--- src/rtl/jam_cost_arbiter.sv ---
// Round-robin arbiter sharing the single Cost lookup port among NREQ engines,
// with optional bounded grant locking and a two-cycle tagged return pipeline.
module jam_cost_arbiter #(
    parameter int unsigned NREQ     = 2,
    parameter int unsigned LOCK_MAX = 8
) (
    input  logic              CLK,
    input  logic              RST,
    input  logic [NREQ-1:0]   req,
    input  logic [NREQ-1:0]   lock,
    input  logic [3*NREQ-1:0] w_in,
    input  logic [3*NREQ-1:0] j_in,
    output logic [NREQ-1:0]   gnt,
    output logic [2:0]        W,
    output logic [2:0]        J,
    input  logic [6:0]        Cost,
    output logic [6:0]        rdata,
    output logic [NREQ-1:0]   rvalid
);
    localparam int unsigned   IW      = (NREQ > 2) ? 2 : 1;
    localparam logic [IW-1:0] LAST    = IW'(NREQ - 1);
    localparam logic [3:0]    CNT_MAX = 4'(LOCK_MAX);

    typedef enum logic {StOpen, StLocked} state_e;

    state_e          state_q, state_d;
    logic [IW-1:0]   rr_ptr_q, rr_ptr_d;
    logic [IW-1:0]   owner_q, owner_d;
    logic [3:0]      lock_cnt_q, lock_cnt_d;
    logic [NREQ-1:0] v1_q;

    logic [IW-1:0]   start, win_idx, owner_nxt;
    logic            open_arb, found, grant;
    int unsigned     idx;

    function automatic logic [IW-1:0] inc_idx(input logic [IW-1:0] x);
        return (x == LAST) ? '0 : x + IW'(1);
    endfunction

    always_comb begin
        state_d    = state_q;
        rr_ptr_d   = rr_ptr_q;
        owner_d    = owner_q;
        lock_cnt_d = lock_cnt_q;
        owner_nxt  = inc_idx(owner_q);
        start      = rr_ptr_q;
        open_arb   = 1'b1;
        found      = 1'b0;
        grant      = 1'b0;
        win_idx    = owner_q;
        idx        = 0;

        if (state_q == StLocked) begin
            start = owner_nxt;
            if (req[owner_q] && (lock_cnt_q < CNT_MAX)) begin
                open_arb = 1'b0;
                grant    = 1'b1;
                win_idx  = owner_q;
                if (lock[owner_q]) begin
                    lock_cnt_d = lock_cnt_q + 4'd1;
                end else begin
                    state_d    = StOpen;
                    rr_ptr_d   = owner_nxt;
                    lock_cnt_d = '0;
                end
            end else begin
                // Owner dropped out or spent its budget: reopen this same cycle.
                state_d    = StOpen;
                rr_ptr_d   = owner_nxt;
                lock_cnt_d = '0;
            end
        end

        if (open_arb) begin
            for (int unsigned k = 0; k < NREQ; k++) begin
                idx = (32'(start) + k) % NREQ;
                if (!found && req[IW'(idx)]) begin
                    found   = 1'b1;
                    win_idx = IW'(idx);
                end
            end
            if (found) begin
                grant = 1'b1;
                if (lock[win_idx]) begin
                    state_d    = StLocked;
                    owner_d    = win_idx;
                    lock_cnt_d = 4'd1;
                end else begin
                    state_d    = StOpen;
                    rr_ptr_d   = inc_idx(win_idx);
                    lock_cnt_d = '0;
                end
            end
        end

        if (!RST) begin
            grant = 1'b0;
        end
    end

    assign gnt = grant ? (NREQ'(1) << win_idx) : '0;

    always_ff @(posedge CLK) begin
        if (!RST) begin
            state_q    <= StOpen;
            rr_ptr_q   <= '0;
            owner_q    <= '0;
            lock_cnt_q <= '0;
            v1_q       <= '0;
            W          <= '0;
            J          <= '0;
            rdata      <= '0;
            rvalid     <= '0;
        end else begin
            state_q    <= state_d;
            rr_ptr_q   <= rr_ptr_d;
            owner_q    <= owner_d;
            lock_cnt_q <= lock_cnt_d;
            v1_q       <= gnt;
            rvalid     <= v1_q;
            if (grant) begin
                W <= w_in[3*win_idx +: 3];
                J <= j_in[3*win_idx +: 3];
            end
            if (|v1_q) begin
                rdata <= Cost;
            end
        end
    end

endmodule

--- config.mk ---
export PLATFORM = sky130hd
export DESIGN_NAME = jam_cost_arbiter
export DESIGN_NICKNAME = d
export VERILOG_FILES = /design/src/rtl/jam_cost_arbiter.sv
export SDC_FILE = /design/constraint.sdc
export NUM_CORES = 1
export LEC_CHECK = 0
export ABC_AREA = 1
export CAP_MARGIN = 20
export CORE_AREA = 2 2 58 60
export DETAILED_ROUTE_END_ITERATION = 8
export DIE_AREA = 0 0 60 62
export PLACE_DENSITY = 0.77
export SYNTH_ARGS = -nofsm -noshare
export SYNTH_HDL_FRONTEND = slang
export SYNTH_SLANG_ARGS = --single-unit
--- constraint.sdc ---
create_clock -name CLK -period 1.19 [get_ports CLK]
set_input_delay 0.238 -clock CLK [delete_from_list [all_inputs] [get_ports CLK]]
set_output_delay 0.238 -clock CLK [all_outputs]
set_load 0.01 [all_outputs]
==> flow_summary.json <==
{
  "die_height_um": 62,
  "synthDistinctLibCells": 22,
  "synth_cells": 159,
  "drive_gt1_share_pct": 34.80,
  "power_density_nw_per_um2": 1019,
  "cts_tree": "done",
  "synth-seq-area-share_pct": 41.74,
  "drtPass1Iterations": 3,
  "hold_ws_ns": 0.4499,
  "slew_headroom_pct": 81.67,
  "setup_violations": 15,
  "r2r_cells": 12,
  "routedWlPerCell_um": 10.65,
  "synthTopCellsByArea": "dfxtp_1, nand2_1, nor2_1",
  "overflow": 0,
  "vias_per_cell": 4.513,
  "fin_setup_tns_ns": -3.488,
  "crit_path_max_fanout": 3,
  "track_usage_pct": 15.74,
  "dr.first_iter.drc_count": 26,
  "core_area_um2": 3179,
  "hold_viol": 0,
  "drc": 0,
  "yosysTopAreaCellShare_pct": 41.74,
  "num_rows": 21,
  "initial_core_util_pct": 36.21,
  "path_cells": "buf_6 > nand2_1 > nand3_2 > nand2_4 > nand2_4 > a21oi_2 > buf_2",
  "syn_area_um2": 1151,
  "yosys.area.top_type": "dfxtp_1",
  "critPathSlowestCell": "dfxtp_2",
  "critPathLaunchType": "register",
  "antenna_cells": 0,
  "dp_cells": 264,
  "max-vdd-ir-drop_uv": 561.0,
  "nets": 255,
  "routabilityCongestion": 0.8547,
  "slew_violations": 0,
  "end_kind": "primary output",
  "hold_depth": 2,
  "die_area_um2": 3720,
  "path_class": "register to primary output",
  "hold_start": "v1_q[1]",
  "instances_no_fill": 273,
  "violations": "negative setup slack",
  "ctsHoldBuffers": 0,
  "synth_nets": 185,
  "layout_min_cycle_time_ns": 1.599,
  "required_ns": 0.95,
  "clk_path_buf_depth": 2,
  "worst_hold_path_type": "register to register",
  "ant_nets": 0,
  "cts_max_level": 1,
  "cp_slowest_stage_delay_ns": 0.35,
  "yosysWarnings": 0,
  "dp_hpwl_mm": 2.015,
  "cp_top_family": "simple AND/OR/NAND/NOR gates",
  "cts_made_buffers": 3,
  "outcome": "finished with violations",
  "cts_sinks": 24,
  "num_vias": 1232,
  "maxCapViolCount": 0,
  "clock_skew_ns": 0.002670,
  "clk_latency_ns": 0.30,
  "r2r-start": "state_q",
  "period_share_pct": 134.4,
  "min_to": "rvalid[1]",
  "fmax_ghz": 0.6253,
  "arrival_ns": 1.36,
  "clockRootBuffer": "clkbuf_4",
  "antenna_found_initial": 0,
  "port_buffers": 41,
  "placed_cell_area_um2": 1770,
  "worstReg2RegEnd": "W[2]",
  "die_w_um": 60,
  "worst_pin_slew_ns": 0.2750,
  "totalPowerFinal_uw": 1992,
  "grt_max_degree": 19,
  "fin_area_um2": 1954,
  "syn_avg_cell_area_um2": 7.240,
  "grt_first_pass_wirelength_mm": 4.436,
  "grt_pass1_vias": 1052,
  "rrSetupSlack_ns": -0.31,
  "ios": 42,
  "area_growth_pct": 69.78,
  "ys_seq_elements": 24,
  "clk_pin_slew_worst_paths_ns": 0.12,
  "path_buf_inv": 2,
  "p_leak_uw": 0.0009134,
  "num-fill-cells": 300,
  "rsz0062_at_grt": "true",
  "crit_top_cell": "nand2_4",
  "post-route-worst-setup-slack_ns": -0.4091,
  "wl_mm": 2.907
}
## placed cells by master (no fill, tap or decap), types with 4 or more instances in the layout
cell type / n
dfxtp_1: 18
o21ai_0: 9
nand2_2: 5
nand3_1: 13
a21oi_2: 6
nor2_1: 19
clkbuf_2: 4
buf_4: 19
inv_1: 15
buf_6: 10
dfxtp_2: 5
dlygate4sd2_1: 4
nand4_1: 7
nand2_1: 28
nand2_4: 10
clkdlybuf4s50_1: 22
clkdlybuf4s15_1: 9
## kinds of logic after synthesis
kind of cell	Yosys count	share of synthesized area, %
XOR/XNOR	1	0.7610
AO/OA/AOI/OAI	19	8.479
adder cells (fa/ha/maj)	1	1.087
flip-flops	24	41.74
buffers and inverters	23	9.129
AND/OR/NAND/NOR	91	38.80
## routing by layer
layer	GRT usage (%)	routed length, um	vias to the layer above
met5	0	0	-
met4	4.762	31	0
met3	1.863	86	4
met2	26.71	1482	18
met1	21.07	1307	562
li1	-	-	648
## cells in the mapped netlist
cell type / n
o21ai_0: 10
dfxtp_1: 24
nand4_1: 7
nor3b_1: 1
nor2_2: 1
ha_1: 1
nand3_1: 13
buf_4: 3
nand2_4: 3
inv_2: 3
o21bai_1: 1
nand3_2: 3
buf_6: 1
a21oi_1: 8
nand2_1: 37
nand2_2: 3
xor2_1: 1
nor2_4: 1
nand4_2: 1
nor2_1: 21
clkinv_1: 1
inv_1: 15
## worst max path at each step
stage / from / end / slack, ns / cells after the start
floorplan: state_q / gnt[0] / -0.01 / 8
global placement: req[1] / gnt[1] / -0.90 / 5
detailed placement: req[1] / gnt[1] / -0.90 / 5
CTS: state_q / gnt[0] / -0.41 / 9
global route: state_q / gnt[1] / -0.52 / 7
finish: state_q / gnt[1] / -0.41 / 7
## cell type report
| type | instances | area [um^2] | area share (%) |
|---|---|---|---|
| clock buffer | 3 | 22.52 | 1.152 |
| inverter | 19 | 77.57 | 3.969 |
| multi-input combinational | 112 | 680.7 | 34.83 |
| sequential | 24 | 490.5 | 25.10 |
| tap | 46 | 57.56 | 2.945 |
| timing repair buffer | 69 | 625.6 | 32.01 |
## through the flow
stage | worst slack (ns) | util [%]
finish | -0.4091 | 61.47
detailed placement | -0.8995 | 55.69
global placement | -0.8979 | 55.69
global route | -0.5199 | 61.47
floorplan | -0.009780 | -
CTS | -0.4145 | 59.07
## worst min-delay path: stages (launching register included)
cell and delay [ns]:
dfxtp_1 0.33, nand2_1 0.06, inv_1 0.03
## sequential cells by signal, summed over array words and instances, names as in the netlist
register    count
rr_ptr_q        1
W               3
lock_cnt_q      4
v1_q            2
state_q         1
rvalid          2
rdata           7
J               3
owner_q         1
## what timing repair did
item                                    4_1_cts  5_1_grt
gates resized for setup                      43       48
endpoints found under the setup margin       32       30
buffers inserted                              9        4
cloned                                        0        0
pin swaps                                    16       16
hold endpoints to repair                      0        0
## report_power, final
part           switching [uW]  internal, uW  leakage, uW  total (uW)
registers                43.0           881     0.000200         924
clock network             224           118    0.0000138         342
logic                     348           378     0.000700         726
No activity file was read; power rests on OpenSTA's default activity.
